[config.mk]
export PLATFORM = sky130hd
export DESIGN_NAME = lsu_mem_master
export DESIGN_NICKNAME = d
export VERILOG_FILES = /design/src/rtl/lsu_mem_master.sv
export SDC_FILE = /design/constraint.sdc
export NUM_CORES = 1
export LEC_CHECK = 0
export CORE_ASPECT_RATIO = 1.25
export CORE_MARGIN = 2
export CORE_UTILIZATION = 35
export DETAILED_ROUTE_END_ITERATION = 8
export DONT_BUFFER_PORTS = 1
export PLACE_DENSITY = 0.51
export SLEW_MARGIN = 20
export SYNTH_ARGS = -nofsm -noshare
export SYNTH_HDL_FRONTEND = slang
export SYNTH_SLANG_ARGS = --single-unit
[constraint.sdc]
create_clock -name clk -period 5.69 [get_ports clk]
set_input_delay 0.569 -clock clk [delete_from_list [all_inputs] [get_ports clk]]
set_output_delay 0.569 -clock clk [all_outputs]
set_load 0.05 [all_outputs]
[src/rtl/lsu_mem_master.sv]
// Load/store initiator between the execute/memory stage and a byte-addressed data memory.
// Loads are sign/zero-extended; byte/half stores read-modify-write a full 4-byte memory word.
module lsu_mem_master #(
    parameter logic [31:0] START_ADDR = 32'h01000000,
    parameter int unsigned MEM_SIZE   = 1048576
) (
    input  logic        clk,
    input  logic        rst_n,
    input  logic        req_valid,
    output logic        req_ready,
    input  logic        req_we,
    input  logic [1:0]  req_size,
    input  logic        req_unsigned,
    input  logic [31:0] req_addr,
    input  logic [31:0] req_wdata,
    output logic        rsp_valid,
    output logic        rsp_error,
    output logic [31:0] rsp_rdata,
    output logic [31:0] mem_addr,
    output logic [31:0] mem_wdata,
    output logic        mem_w_enable,
    input  logic [31:0] mem_rdata
);

    typedef enum logic [1:0] {IDLE, READ, WRITE, RESP} state_t;

    localparam logic [31:0] LAST_ADDR = START_ADDR + 32'(MEM_SIZE) - 32'd4;

    state_t      state, state_nxt;
    logic        accept, req_err;
    logic        r_we, r_uns;
    logic [1:0]  r_size;
    logic [15:0] r_wdata_lo;

    logic        rsp_valid_d, rsp_error_d, mem_w_enable_d;
    logic [31:0] rsp_rdata_d, mem_addr_d, mem_wdata_d;

    function automatic logic [31:0] load_ext(input logic [31:0] w, input logic [1:0] sz,
                                             input logic uns);
        logic [31:0] r;
        case (sz)
            2'b00:   r = uns ? {24'h0, w[7:0]}  : {{24{w[7]}}, w[7:0]};
            2'b01:   r = uns ? {16'h0, w[15:0]} : {{16{w[15]}}, w[15:0]};
            default: r = w;
        endcase
        return r;
    endfunction

    function automatic logic [31:0] store_merge(input logic [31:0] w, input logic [1:0] sz,
                                                input logic [15:0] d);
        logic [31:0] r;
        r = w;
        if (sz == 2'b00) r[7:0]  = d[7:0];
        else             r[15:0] = d;
        return r;
    endfunction

    assign req_ready = (state == IDLE);
    assign accept    = req_valid && req_ready;

    always_comb begin
        req_err = 1'b0;
        case (req_size)
            2'b01:   req_err = req_addr[0];
            2'b10:   req_err = |req_addr[1:0];
            2'b11:   req_err = 1'b1;
            default: req_err = 1'b0;
        endcase
        if (req_addr < START_ADDR || req_addr > LAST_ADDR) req_err = 1'b1;
    end

    // State, latched request and registered outputs
    always_ff @(posedge clk or negedge rst_n) begin
        if (!rst_n) begin
            state        <= IDLE;
            r_we         <= 1'b0;
            r_uns        <= 1'b0;
            r_size       <= '0;
            r_wdata_lo   <= '0;
            rsp_valid    <= 1'b0;
            rsp_error    <= 1'b0;
            rsp_rdata    <= '0;
            mem_addr     <= '0;
            mem_wdata    <= '0;
            mem_w_enable <= 1'b0;
        end else begin
            state        <= state_nxt;
            rsp_valid    <= rsp_valid_d;
            rsp_error    <= rsp_error_d;
            rsp_rdata    <= rsp_rdata_d;
            mem_addr     <= mem_addr_d;
            mem_wdata    <= mem_wdata_d;
            mem_w_enable <= mem_w_enable_d;
            if (accept) begin
                r_we       <= req_we;
                r_uns      <= req_unsigned;
                r_size     <= req_size;
                r_wdata_lo <= req_wdata[15:0];
            end
        end
    end

    always_comb begin
        state_nxt = state;
        case (state)
            IDLE: begin
                if (accept) begin
                    if (req_err)                          state_nxt = RESP;
                    else if (req_we && req_size == 2'b10) state_nxt = WRITE;
                    else                                  state_nxt = READ;
                end
            end
            READ:    state_nxt = r_we ? WRITE : RESP;
            WRITE:   state_nxt = RESP;
            default: state_nxt = IDLE;
        endcase
    end

    // Next values of the registered outputs; the read word is consumed directly
    // at the end of READ, either extended into rsp_rdata or merged into mem_wdata.
    always_comb begin
        rsp_valid_d    = 1'b0;
        rsp_error_d    = 1'b0;
        rsp_rdata_d    = '0;
        mem_addr_d     = mem_addr;
        mem_wdata_d    = mem_wdata;
        mem_w_enable_d = 1'b0;
        case (state)
            IDLE: begin
                if (accept) begin
                    if (req_err) begin
                        rsp_valid_d = 1'b1;
                        rsp_error_d = 1'b1;
                    end else begin
                        mem_addr_d = req_addr;
                        if (req_we && req_size == 2'b10) begin
                            mem_wdata_d    = req_wdata;
                            mem_w_enable_d = 1'b1;
                        end
                    end
                end
            end
            READ: begin
                if (r_we) begin
                    mem_wdata_d    = store_merge(mem_rdata, r_size, r_wdata_lo);
                    mem_w_enable_d = 1'b1;
                end else begin
                    rsp_valid_d = 1'b1;
                    rsp_rdata_d = load_ext(mem_rdata, r_size, r_uns);
                end
            end
            WRITE:   rsp_valid_d = 1'b1;
            default: ;
        endcase
    end

endmodule

== Word-level counts from Yosys, hierarchy flattened ==
Cells that the tools add are included.
Widths: inputs -> output; s select.

* Register bits after elaboration: 121
* Input bits: 103
* Output and inout port bits: 100
* Logic and storage cells: 61

* Magnitude comparators: 2
* Eq/ne operators: 10
* Mux-type cells: 28
* Bitwise operators: 1
* Reduce and logical (&&, ||, !) cells: 9

{| class="wikitable"
|+ Operator list
! kind !! count
|-
| $mux 32 || 8
|-
| $pmux 32 s2 || 2
|-
| $gt 32x25->1 const B || 1
|-
| $lt 32x25->1 const B || 1
|-
| $mux 1 || 10
|-
| $mux 8 || 1
|-
| $eq 2x1->1 const B || 3
|-
| $eq 2x2->1 const B || 3
|-
| $mux 2 || 3
|-
| $pmux 1 s3 || 2
|-
| $pmux 2 s3 || 1
|-
| $reduce_and 5->1 || 1
|-
| $logic_not 2->1 || 2
|-
| $ne 2x1->1 const B || 2
|-
| $ne 2x2->1 const B || 2
|-
| $reduce_and 3->1 || 1
|-
| $logic_and 1x1->1 || 2
|-
| $pmux 1 s2 || 1
|-
| $reduce_bool 2->1 || 1
|-
| $reduce_or 2->1 || 1
|-
| $logic_or 1x1->1 || 1
|-
| $not 1->1 || 1
|}

== Logic depth before layout (Yosys ltp) ==
* Depth in word-level cells: 6
* Mapped depth: 9
* Depth with buffers taken out: 7

== Least setup slack after synthesis ==
No wires, ideal clock.

* Kind: in2reg
* Start point: input req_addr[23]
* End point: register mem_wdata[10]
* Setup time: 125 ps
* Arrival time: 2259 ps
* Data required time: 5565 ps
* Path slack: 3306 ps
* Cell stages on the path: 5
* Buffers on the path: 1
* Cell sequence: or4_4 -> a2111oi_2 -> mux2_4 -> buf_12 -> mux2_4

* Longest elaborated chain between the ends: 5
* Elaborated cells on any way between the ends: 6
* Those cells by class: order compare (2); eq/ne (1); mux (1); reduce/logical (2)

{| class="wikitable"
|+ RTL lines
! item !! line !! source
|-
| start, declared || 14 || <nowiki>input logic [31:0] req_addr,</nowiki>
|-
| $lt 32x25->1 or $gt 32x25->1 (tied branches) || 69 || <nowiki>if (req_addr < START_ADDR || req_addr > LAST_ADDR) req_err = 1'b1;</nowiki>
|-
| $logic_or 1x1->1 * || 69 ||
|-
| $mux 1 * || 69 ||
|-
| $ne 2x2->1 (no source line) * || -- ||
|-
| $reduce_and 5->1 (no source line) * || -- ||
|-
| end signal, assigned || 92 || <nowiki>mem_wdata <= mem_wdata_d;</nowiki>
|-
| end, declared || 20 || <nowiki>output logic [31:0] mem_wdata,</nowiki>
|}

Mark *: on every way between the ends. The rest lies on a longest branch, timed or not.
A chain may end at the register's enable or synchronous reset.

== Final worst setup path ==
* Start point: register state[0]
* End point: register mem_wdata[1]

* Longest elaborated chain between the ends: 4
* Elaborated cells on any way between the ends: 10
* Those cells by class: eq/ne (5); mux (1); reduce/logical (4)

{| class="wikitable"
|+ RTL lines
! item !! line !! source
|-
| start, declared || 29 || <nowiki>state_t state, state_nxt;</nowiki>
|-
| start signal, assigned || 87 || <nowiki>state <= state_nxt;</nowiki>
|-
| $logic_not 2->1 * || 58 || <nowiki>assign req_ready = (state == IDLE);</nowiki>
|-
| via req_ready || 10 || <nowiki>output logic req_ready,</nowiki>
|-
| $logic_and 1x1->1 || 59 || <nowiki>assign accept = req_valid && req_ready;</nowiki>
|-
| $ne 2x1->1 (no source line) || -- ||
|-
| $reduce_and 5->1 (no source line) || -- ||
|}

Mark *: on every way through the listed nets, which the timed path passes. The rest lies on a longest branch.

==> summary.md <==
| Metric | Value |
|---|---|
| Synth Register Bits | `121` |
| Via count | `2,985` |
| Crit Path Class | `flop to flop` |
| # nets final | `498` |
| Port Buf Inserts | `0` |
| Clock tree sinks | `121` |
| Final WL | `11,700 um` |
| TritonRoute pass-1 iters | `6` |
| CP delay by family, top | `multiplexers` |
| Rel. slew slack | `34.7%` |
| Setup Viol. Count Final | `0` |
| Synth Warn # | `0` |
| CP peak stage delay | `600 ps` |
| Post-Synthesis Cells | `390` |
| Leak Pwr | `2.81 nW` |
| CTS root buffer | `clkbuf_16` |
| Post_cts resized | `0` |
| TNS Setup | `0 ps` |
| Minimum clock period | `3180 ps` |
| DIE AREA | `15,900 sq um` |
| Power per cell area | `647 nW/um^2` |
| Critical Path RT | `5980 ps` |
| Die H | `140 um` |
| Final Util | `41.1%` |
| Largest net degree at the start of global routing | `122` |
| Clk_lat worst skew | `410 ps` |
| Period utilisation layout | `55.9%` |
| Yosys cell types | `37` |
| DIE WIDTH | `113 um` |
| # rows | `49` |
| Initial core utilization | `35.9%` |
| Core area | `14,500 sq um` |
| R2R depth | `7` |
| Timing-limited maximum frequency | `0.314 GHz` |
| Number of global-route vias before repair | `3,262` |
| Syn_area_per_cell | `13.3 sq um` |
| Final Skew | `7.78 ps` |
| Share of layout cells above drive strength 1 | `33.7%` |
| CTS tree | `done` |
| Worst min path class | `input pin to asynchronous set/reset pin` |
| Crit start category | `flop` |
| DRT antenna net count | `0` |
| Critical-path cell list | `inv_1, ha_1, nand2_2, a2bb2oi_1, nor2_1, mux2_4, mux2_2` |
| Number of fill cells | `1,418` |
| Clock buffer count from CTS | `17` |
| Crit end category | `flop` |
| P&R area growth vs syn | `14.3%` |
| Total gr overflow | `0` |
| Synthesized area | `5200 sq um` |
| GRT Overall Usage | `15.0%` |
| Clock transition at path regs | `50 ps` |
| Slew of the pin with the lowest slew margin | `980 ps` |
| Worst ir drop on vdd | `0.278 mV` |
| Number of max-cap violations | `0` |
| Slowest-stage cell, CP | `ha_1` |
| Antenna cells | `0` |
| Syn_nets | `497` |
| Status | `finished with violations` |
| Failing checks | `design-rule violations` |
| First-pass GRT wire length | `17,800 um` |
| Crit path depth | `7` |
| Slew Viols, Final | `0` |
| Crit path max fanout | `32` |
| Seq/Total Area, Yosys | `58.2%` |
| GPL Wtd Cong | `0.710` |
| WP data arrival | `3470 ps` |
| Hpwl dp | `7980 um` |
| I/O pin total | `203` |
| CTS H-Tree Depth | `4` |
| Buf/Inv on CP | `1` |
| Residual DRC | `17` |
| Iter 0 DRT Violations | `154` |
| Vias/cell | `5.14` |
| Clock buffer depth | `2` |
| Initial antenna violation count | `1` |
| RSZ-0062 raised after global routing | `no` |
| Routed len/inst | `20.1 um` |
| Endpoints failing hold | `0` |
## repair_timing
item	in CTS	in global routing
endpoints found under the hold margin	121	0
hold buffers	1	0
endpoints found under the setup margin	0	0
setup buffers	0	0
## cells in the mapped netlist
cell type | number | area [sq um]
clkbuf_1 | 13 | 48.8
o21ai_1 | 1 | 5.00
buf_6 | 2 | 22.5
nor2_1 | 17 | 63.8
o211ai_1 | 1 | 7.51
and2_1 | 8 | 50.1
dfrtp_1 | 121 | 3030
buf_2 | 1 | 5.00
nor2b_1 | 12 | 75.1
a31oi_1 | 8 | 50.1
or2_2 | 2 | 12.5
a2111oi_0 | 1 | 8.76
ha_1 | 4 | 50.1
nand2_1 | 27 | 101
inv_1 | 20 | 75.1
nor3b_1 | 1 | 7.51
nor3_1 | 3 | 15.0
buf_12 | 3 | 60.1
buf_1 | 1 | 3.75
a2111o_1 | 1 | 11.3
nand2b_1 | 1 | 6.26
mux2i_1 | 1 | 10.0
o31ai_1 | 2 | 15.0
a211oi_1 | 1 | 7.51
nor4b_1 | 1 | 8.76
or4_4 | 1 | 11.3
mux2_4 | 31 | 465
mux2_2 | 66 | 743
nand4_1 | 4 | 25.0
a2111oi_2 | 1 | 15.0
a21oi_1 | 27 | 135
nand3b_1 | 2 | 15.0
nand3_1 | 1 | 5.00
nor2_4 | 1 | 11.3
a211o_1 | 1 | 8.76
nor4_1 | 1 | 6.26
a2bb2oi_1 | 1 | 8.76
## layout by cell type (no fill, tap or decap), drive strengths merged
cell type  count
dfrtp        121
mux2          97
a21oi         27
nand2         27
clkbuf        22
inv           20
nor2          18
nor2b         12
and2           8
a31oi          8
clkinv         5
nand4          4
bufinv         4
ha             4
nor3           3
nand3b         2
o31ai          2
or2            2
a2111oi        2
buf            2
o211ai         1
or4            1
nor4b          1
nor4           1
a2111o         1
nand3          1
mux2i          1
o21ai          1
nand2b         1
a2bb2oi        1
nor3b          1
a211oi         1
a211o          1
## report_power, final
group | switching, mW | internal, mW | total (mW) | leakage (nW)
Combinational | 0.356 | 0.442 | 0.798 | 0.929
Sequential | 0.812 | 1.11 | 1.92 | 1.57
Clock | 0.364 | 0.761 | 1.13 | 0.310
## layer usage
layer | vias up | GRT usage [%] | routed length, um
li1 | 1339 | - | -
met1 | 1489 | 16.4 | 4360
met2 | 139 | 24.8 | 5920
met5 | - | 0 | 13
met4 | 2 | 7.51 | 195
met3 | 16 | 6.27 | 1170
## kinds of logic (layout without fill, tap and decap cells)
group	count (synthesis)	after routing	synth area share, %
AND/OR/NAND/NOR	82	82	7.97
AO/OA/AOI/OAI	45	45	5.25
multiplexers	98	98	23.4
adder cells (fa/ha/maj)	4	4	0.963
buffers and inverters	40	53	4.14
flip-flops	121	121	58.2
## per-stage QoR
stage | total power [mW] | instances | area (sq um) | setup slack, ps | hold WS, ps
final | 3.84 | 581 | 5940 | 2510 | 134
after global routing | 4.02 | 581 | 5940 | 2270 | 160
after CTS | 3.90 | 581 | 5940 | 2100 | 142
after detailed placement | 2.73 | 549 | 5290 | 2110 | 277
after global placement | 2.70 | 549 | 5290 | 2200 | 277
after floorplan | 2.58 | 390 | 5200 | 3310 | 273
## cell type report
class,count,area (sq um),share of cell area [%]
inverters,20,75.1,1.26
clock buffers,22,474,7.98
well taps,178,223,3.75
repair buffers,2,35.0,0.589
flip-flops and latches,121,3030,50.9
multi-input cells,229,1960,33.0
clock inverters,9,145,2.44
## registers in the layout, summed over array words and instances (netlist names)
signal,count
mem_w_enable,1
r_uns,1
mem_addr,32
mem_wdata,32
r_size,2
r_wdata_lo,16
rsp_valid,1
r_we,1
state,2
rsp_rdata,32
rsp_error,1
## worst reg2reg max path, stage by stage (launching register included)
cell and delay, ps:
dfrtp_1 410, inv_1 100, ha_1 600, nand2_2 550
a2bb2oi_1 260, nor2_1 130, mux2_4 600, mux2_2 410
## final timing paths
path | from | end | slack (ps)
setup / recovery | state[0]$_DFFE_PN0N_ | mem_wdata[1]$_DFFE_PN0P_ | 2510
hold / removal | rst_n | rsp_rdata[5]$_DFF_PN0_ | 130
setup reg to reg | state[0]$_DFFE_PN0N_ | mem_wdata[1]$_DFFE_PN0P_ | 2510
hold reg to reg | r_wdata_lo[12]$_DFFE_PN0P_ | r_wdata_lo[12]$_DFFE_PN0P_ | 500
max in group asynchronous | rst_n | rsp_rdata[9]$_DFF_PN0_ | 5130
min in group clk | mem_rdata[30] | rsp_rdata[30]$_DFF_PN0_ | 290
(Power assumes the default switching activity.)
